--- config.mk ---
export PLATFORM = sky130hd
export DESIGN_NAME = instr_loader
export DESIGN_NICKNAME = d
export VERILOG_FILES = /design/src/rtl/instr_loader.sv
export SDC_FILE = /design/constraint.sdc
export NUM_CORES = 1
export LEC_CHECK = 0
export CORE_MARGIN = 1
export CORE_UTILIZATION = 45
export CTS_BUF_LIST = sky130_fd_sc_hd__clkbuf_16
export CTS_CLUSTER_DIAMETER = 100
export DETAILED_ROUTE_END_ITERATION = 10
export PLACE_DENSITY = 0.68
export SYNTH_ARGS = -nofsm -noshare
export SYNTH_HDL_FRONTEND = slang
export SYNTH_SLANG_ARGS = --single-unit
--- constraint.sdc ---
create_clock -name clock_in -period 4.5 [get_ports clock_in]
set_input_delay 0.9 -clock clock_in [delete_from_list [all_inputs] [get_ports clock_in]]
set_output_delay 0.9 -clock clock_in [all_outputs]
set_load 0.02 [all_outputs]
--- src/rtl/instr_loader.sv ---
// Boot-time instruction loader: assembles a byte stream into 32-bit words, writes them into
// the core's instruction memory and holds the core in reset until the image is complete.
module instr_loader #(
    parameter logic [31:0] BASE_ADDRESS  = 32'h0000_0000,
    parameter int unsigned MAX_WORDS     = 256,
    parameter int unsigned ADDRESS_WIDTH = 32
) (
    input  logic                     clock_in,
    input  logic                     reset_in,
    input  logic                     start_in,
    input  logic [7:0]               byte_in,
    input  logic                     byte_valid_in,
    output logic                     byte_ready_out,
    output logic                     instrWrite_out,
    output logic [ADDRESS_WIDTH-1:0] instr_address_out,
    output logic [31:0]              instr_out,
    output logic                     cpu_reset_out,
    output logic                     done_out,
    output logic                     error_out,
    output logic [15:0]              words_loaded_out
);

    typedef enum logic [2:0] {
        StIdle,
        StCount,
        StData,
        StWrite,
        StDone,
        StError
    } state_e;

    localparam logic [ADDRESS_WIDTH-1:0] BaseAddr = ADDRESS_WIDTH'(BASE_ADDRESS);
    localparam logic [31:0]              MaxWords = 32'(MAX_WORDS);

    state_e                   state_q, state_d;
    logic [1:0]               byte_cnt_q, byte_cnt_d;
    logic [31:0]              count_q, count_d;
    logic [31:0]              word_q, word_d;
    logic [31:0]              instr_q, instr_d;
    logic [ADDRESS_WIDTH-1:0] addr_q, addr_d;
    logic [15:0]              words_q, words_d;

    logic        transfer;
    logic [31:0] count_shift;
    logic [31:0] word_shift;
    logic [15:0] words_inc;

    // Outputs are decoded from the state register only; no path from byte_valid_in.
    assign byte_ready_out    = (state_q == StCount) || (state_q == StData);
    assign instrWrite_out    = (state_q == StWrite);
    assign cpu_reset_out     = (state_q != StDone);
    assign done_out          = (state_q == StDone);
    assign error_out         = (state_q == StError);
    assign instr_address_out = addr_q;
    assign instr_out         = instr_q;
    assign words_loaded_out  = words_q;

    assign transfer    = byte_valid_in && byte_ready_out;
    assign count_shift = {count_q[23:0], byte_in};
    assign word_shift  = {word_q[23:0], byte_in};
    assign words_inc   = words_q + 16'd1;

    always_comb begin
        state_d    = state_q;
        byte_cnt_d = byte_cnt_q;
        count_d    = count_q;
        word_d     = word_q;
        instr_d    = instr_q;
        addr_d     = addr_q;
        words_d    = words_q;

        unique case (state_q)
            StIdle, StDone, StError: begin
                if (start_in) begin
                    state_d    = StCount;
                    byte_cnt_d = 2'd0;
                    count_d    = 32'd0;
                    words_d    = 16'd0;
                    addr_d     = BaseAddr;
                end
            end
            StCount: begin
                if (transfer) begin
                    count_d    = count_shift;
                    byte_cnt_d = byte_cnt_q + 2'd1;
                    if (byte_cnt_q == 2'd3) begin
                        if (count_shift == 32'd0) begin
                            state_d = StDone;
                        end else if (count_shift > MaxWords) begin
                            state_d = StError;
                        end else begin
                            state_d = StData;
                        end
                    end
                end
            end
            StData: begin
                if (transfer) begin
                    word_d     = word_shift;
                    byte_cnt_d = byte_cnt_q + 2'd1;
                    if (byte_cnt_q == 2'd3) begin
                        // Address and data are captured once here and held through the strobe.
                        state_d = StWrite;
                        instr_d = word_shift;
                        addr_d  = BaseAddr + (ADDRESS_WIDTH'(words_q) << 2);
                    end
                end
            end
            StWrite: begin
                words_d = words_inc;
                state_d = ({16'd0, words_inc} == count_q) ? StDone : StData;
            end
            default: state_d = StIdle;
        endcase
    end

    always_ff @(posedge clock_in or negedge reset_in) begin
        if (!reset_in) begin
            state_q <= StIdle;
        end else begin
            state_q <= state_d;
        end
    end

    always_ff @(posedge clock_in or negedge reset_in) begin
        if (!reset_in) begin
            byte_cnt_q <= 2'd0;
            count_q    <= 32'd0;
            word_q     <= 32'd0;
            instr_q    <= 32'd0;
            addr_q     <= BaseAddr;
            words_q    <= 16'd0;
        end else begin
            byte_cnt_q <= byte_cnt_d;
            count_q    <= count_d;
            word_q     <= word_d;
            instr_q    <= instr_d;
            addr_q     <= addr_d;
            words_q    <= words_d;
        end
    end

endmodule

* Word-level counts from Yosys, hierarchy flattened
Cells that the tools add are included.
** Storage, ports and cells
- Bits in registers :: 141
- Input bits :: 12
- Output and inout port bits :: 85
- Logic and storage cells :: 61
** Cells by class
- Add/sub/neg operators :: 2
- $lt $le $gt $ge :: 1
- Equal/unequal tests :: 14
- Muxes and demuxes :: 20
- Reduce and logical (&&, ||, !) cells :: 17
** Operator list (number)
- 32-bit 2-to-1 mux :: 4
- 32-bit case mux with 2 select lines :: 2
- 16-bit by 32-bit equality test with 1-bit output :: 1
- 32-bit by 9-bit > comparator with 1-bit output, second input constant :: 1
- 32-bit logical NOT :: 1
- 16-bit case mux with 2 select lines :: 1
- 3-bit 2-to-1 mux :: 8
- 16-bit by 1-bit adder with 16-bit output, second input constant :: 1
- 16-bit 2-to-1 mux :: 1
- 3-bit case mux with 4 select lines :: 1
- 3-bit AND reduction :: 3
- 2-bit nonzero test :: 4
- 3-bit by 2-bit equality test with 1-bit output, second input constant :: 2
- 3-bit equality test, second input constant :: 2
- 2-bit by 1-bit inequality test with 1-bit output, second input constant :: 3
- 2-bit inequality test, second input constant :: 3
- 5-bit AND reduction :: 1
- 2-bit 2-to-1 mux :: 2
- 2-bit case mux with 2 select lines :: 1
- 2-bit AND reduction :: 2
- 4-bit AND reduction :: 1
- 3-bit by 1-bit equality test with 1-bit output, second input constant :: 1
- 3-bit logical NOT :: 1
- 3-bit inequality test, second input constant :: 1
- 6 further kinds :: 6

* Logic depth before layout (Yosys ltp)
- Depth in word-level cells :: 6
- Depth in mapped cells :: 8

* Worst setup path before layout
OpenSTA, ideal clock, no wires.
- Path type :: register to register
- From :: reg words_q[9] (netlist: words_loaded_out[9])
- To :: reg state_q[1]
- Library setup time :: 0.124 ns
- Data arrival time :: 2.302 ns
- Required time :: 4.376 ns
- Setup slack :: 2.074 ns
- Stages on the path, launching flop included :: 8
- Path buffers :: 1
- Clock period less this slack :: 2.426 ns
- Cells stage by stage :: dfrtp_1 clkbuf_1 nand3_1 nor3_1 xnor2_1 o21ai_0 or4_1 o31a_1
** Between the ends
- Cells in the longest elaborated chain, start to end :: 4
** Ends and longest elaborated chain
- from (decl) :: RTL line 41 : logic [15:0] words_q, words_d;
- from (signal assigned) :: RTL line 139 : words_q <= words_d;
- 16-bit by 1-bit adder with 16-bit output :: RTL line 61 : assign words_inc = words_q + 16'd1;
- 16-bit by 32-bit equality test with 1-bit output :: RTL line 111 : state_d = ({16'd0, words_inc} == count_q) ? StDone : StData;
- 3-bit 2-to-1 mux :: RTL line 111
- 3-bit case mux with 4 select lines :: RTL line 72 : unique case (state_q)
- to (signal assigned) :: RTL line 119 : state_q <= StIdle;
- to (signal assigned) :: RTL line 121 : state_q <= state_d;
- to (decl) :: RTL line 35 : state_e state_q, state_d;
No other way between the ends.
A chain may end at the register's enable or synchronous reset.

* Worst setup path in the final report
- From :: reg state_q[0]
- To :: out instrWrite_out
** Between the ends
- Cells in the longest elaborated chain, start to end :: 1
** Ends and longest elaborated chain
- 3-bit by 2-bit equality test with 1-bit output :: RTL line 50 : assign instrWrite_out = (state_q == StWrite);
- to (decl) :: RTL line 14 : output logic instrWrite_out,
No other way between the ends.

==> impl_metrics.ini <==
[clock_network]
cts_tree = built
cts.hold.buffers_added = 0
numCtsBuffers = 17
cts_resized = 0
clkSlewWorstSetupHoldPaths_ns = 0.05
cts_setup_buffers = 0
insertion_delay_ns = 0.42
htree_levels = 4
cts-root-buf = clkbuf_16
clock_sinks = 125
clockBufferDepth = 2

[worst_setup_path]
rrSetupSlack_ns = 1.70
worstSetupPathType = reg -> out
worst_r2r_startpoint = state_q[0]
slowest_delay_ns = 0.66
cp_max_fo = 22
cp-end-kind = output port
crit_chain = nor2b_1, nand2_1, inv_2, clkdlybuf4s50_1
required_ns = 3.60
start_kind = register
crit_arrival_ns = 2.81
r2r_end = words_loaded_out[4]
ff2ff_path_depth = 6
startpoint = state_q[0]
worst_path_max_delay_cell = clkdlybuf4s50_1

[global_routing]
grt_pass1_vias = 4174
grt_pass1_wl_mm = 21.30
grt_max_degree = 68
grt.overflow.total = 0
grt_usage_pct = 20.80
antenna_found_initial = 0

[route]
wl_mm = 13.39
drtAntennaViolNets = 0
vias = 4387
first_pass_iters = 4
vias_per_cell = 5.298
drcViolationCount = 0
drt_iter0_drc = 198
avgRoutedWirePerCell_um = 16.17

[final_layout]
final_nets = 659
final_layout_size_suffix_gt1_share_pct = 15.40
fillers = 1136
multi_input_area_um2 = 2440
n_antenna_cell = 0
seq_area_um2 = 3128
layout.cells.non_filler = 828
syn_to_final_growth_pct = 23.15

[synthesis]
synth-edff-count = 0
synthesis.area_um2 = 5939
ys.flop_type = dfrtp_1
synthCells = 579
yosys.cell_types.count = 54
async_reset_ff_share_pct = 100.0
avgSynthCellArea_um2 = 10.26
ys_warn_count = 0
synth-seq-cells = 125
ys_seq_area_share_pct = 52.66

[place]
place_ws_ns = 1.254
place_congestion = 0.8729
portBuffers = 80
dp.cells = 798
hpwl_mm = 9.114

[power]
p_clk_share_pct = 36.9
sequentialPowerShare_pct = 41.5
power-per-cell-area_nw_per_um2 = 469.8
netSwitchingPower_mw = 1.109
combPwrFrac_pct = 21.6
p_int_mw = 2.327
ir_drop_uv = 262.4
switching_share_pct = 32.27
power_leakage_nw = 3.237

[floorplanning]
io_pins = 97
die_h_um = 116.9
rows = 41
start_util_pct = 46.69
dieArea_um2 = 13660
die_w_um = 116.9
core_area_um2 = 12720

[timing]
final-setup-viol-count = 0
fin_skew_ns = 0.005852
drv_slew = 0
fmax_mhz = 269.8
tightest_slew_ns = 1.186
worst_slack_ns = 0.7934
post-route-period-util_pct = 82.37
hold_viol = 0
min_period_ns = 3.707
rsz0062_at_grt = false
tns_ns = 0
slew_headroom_pct = 20.93

[worst_hold_path]
hold_depth = 2
holdPathEnd = instr_address_out[9]
min_from = instr_address_out[9]
hold_class = reg -> reg

[run]
cap_violations = 0

[status]
status = finished, final reports clean
[cell usage in the layout, fill, tap and decap left out, types with 2 or more instances in the layout]
cell type,synthesis,layout
a21oi_1,13,12
a31oi_1,8,8
and3_1,7,7
and4_1,3,3
buf_4,18,7
bufinv_16,0,2
clkbuf_16,0,17
clkdlybuf4s50_1,0,79
clkinv_1,0,3
clkinvlp_4,0,4
conb_1,1,16
dfrtp_1,125,125
ha_1,2,2
inv_1,34,35
inv_2,2,2
mux2_2,56,56
nand2_1,55,55
nand3_1,39,39
nand4_1,6,6
nor2_1,21,19
nor2_2,0,2
nor2b_1,5,5
nor3_1,6,6
nor4_1,11,11
o211ai_1,2,2
o21ai_0,56,56
o21ai_1,19,19
o22a_1,2,2
o31ai_1,4,4
o41ai_1,4,4
or4_1,4,4
xnor2_1,9,9
xor2_1,9,9
[how the worst max path moves through the flow]
stage	end	depth (start not counted)	slack, ns
floorplan	state_q[1]	7	2.07
global placement	instrWrite_out	4	1.41
detailed placement	instrWrite_out	4	1.25
CTS	instrWrite_out	4	0.78
global route	instrWrite_out	4	0.57
finish	instrWrite_out	4	0.79
[critical path, delay by kind of cell (launching register included)]
family	cells	cell delay [ns]
buffers and inverters	2	1.01
AND/OR/NAND/NOR	2	0.87
flip-flops	1	0.50
[cells in the mapped netlist, drive strengths merged, types with 4 or more instances]
| cell | n | area [µm²] |
|---|---|---|
| a21oi | 13 | 65.06 |
| a31oi | 8 | 50.05 |
| and3 | 7 | 43.79 |
| and4 | 4 | 37.54 |
| buf | 36 | 236.5 |
| clkbuf | 17 | 63.81 |
| dfrtp | 125 | 3128 |
| inv | 36 | 135.1 |
| mux2 | 56 | 630.6 |
| nand2 | 55 | 206.5 |
| nand3 | 40 | 205.2 |
| nand4 | 7 | 50.05 |
| nor2 | 21 | 78.83 |
| nor2b | 5 | 31.28 |
| nor3 | 6 | 30.03 |
| nor4 | 11 | 68.82 |
| o21ai | 75 | 375.4 |
| o31ai | 4 | 30.03 |
| o41ai | 4 | 35.03 |
| or4 | 4 | 30.03 |
| xnor2 | 9 | 78.83 |
| xor2 | 9 | 78.83 |
[power by group through the flow]
| stage | Clock (mW) | Combinational, mW | Sequential, mW |
|---|---|---|---|
| 2_1_floorplan | 0 | 0.569 | 1.37 |
| 3_3_place_gp | 0 | 0.717 | 1.43 |
| 3_5_place_dp | 0 | 0.740 | 1.44 |
| 4_1_cts | 1.30 | 0.746 | 1.42 |
| 5_1_grt | 1.35 | 0.833 | 1.45 |
| 6_report | 1.27 | 0.742 | 1.43 |
[metal layers]
metal	up-vias	global-route usage [%]	wire length, µm
met1	2149	27.90	6245
met3	13	5.355	552
met5	-	0	0
li1	2121	-	-
met2	104	32.54	6498
met4	0	7.932	89
[area by class of cell]
| cell class | instances | share of cell area (%) |
|---|---|---|
| sequential | 125 | 42.76 |
| multi-input combinational | 379 | 33.36 |
| timing repair buffer | 86 | 11.53 |
| clock buffer | 17 | 5.816 |
| tap | 172 | 2.942 |
| inverter | 36 | 1.847 |
| clock inverter | 13 | 1.745 |
[metrics by stage]
step	power (mW)	hold WS [ns]	area, µm²	utilization [%]
5_1_grt	3.627	0.4963	7315	57.49
2_1_floorplan	1.940	0.4538	5996	-
3_3_place_gp	2.150	0.4602	6761	53.15
6_report	3.436	0.4725	7315	57.49
4_1_cts	3.466	0.4806	7315	57.49
3_5_place_dp	2.180	0.4692	6761	53.15
[cell families (layout without fill, tap and decap cells)]
family                     Yosys count  in the layout  share of synthesized area (%)
AOI/OAI and AO/OA                  119            119                          11.80
muxes                               57             57                          10.79
other                                1             16                        0.06314
DFF                                125            125                          52.66
buffers and inverters               90            152                          7.478
xor gates and xnor gates            18             18                          2.654
and+or+nand+nor                    167            167                          14.14
adders and majority gates            2              2                         0.4213
[flip-flops by register name (all words and copies together) (netlist names)]
| register | flops |
|---|---|
| word_q | 24 |
| words_loaded_out | 16 |
| instr_out | 32 |
| byte_cnt_q | 2 |
| count_q | 32 |
| state_q | 3 |
| instr_address_out | 16 |
Note: power is estimated with default switching activity, not from simulation.
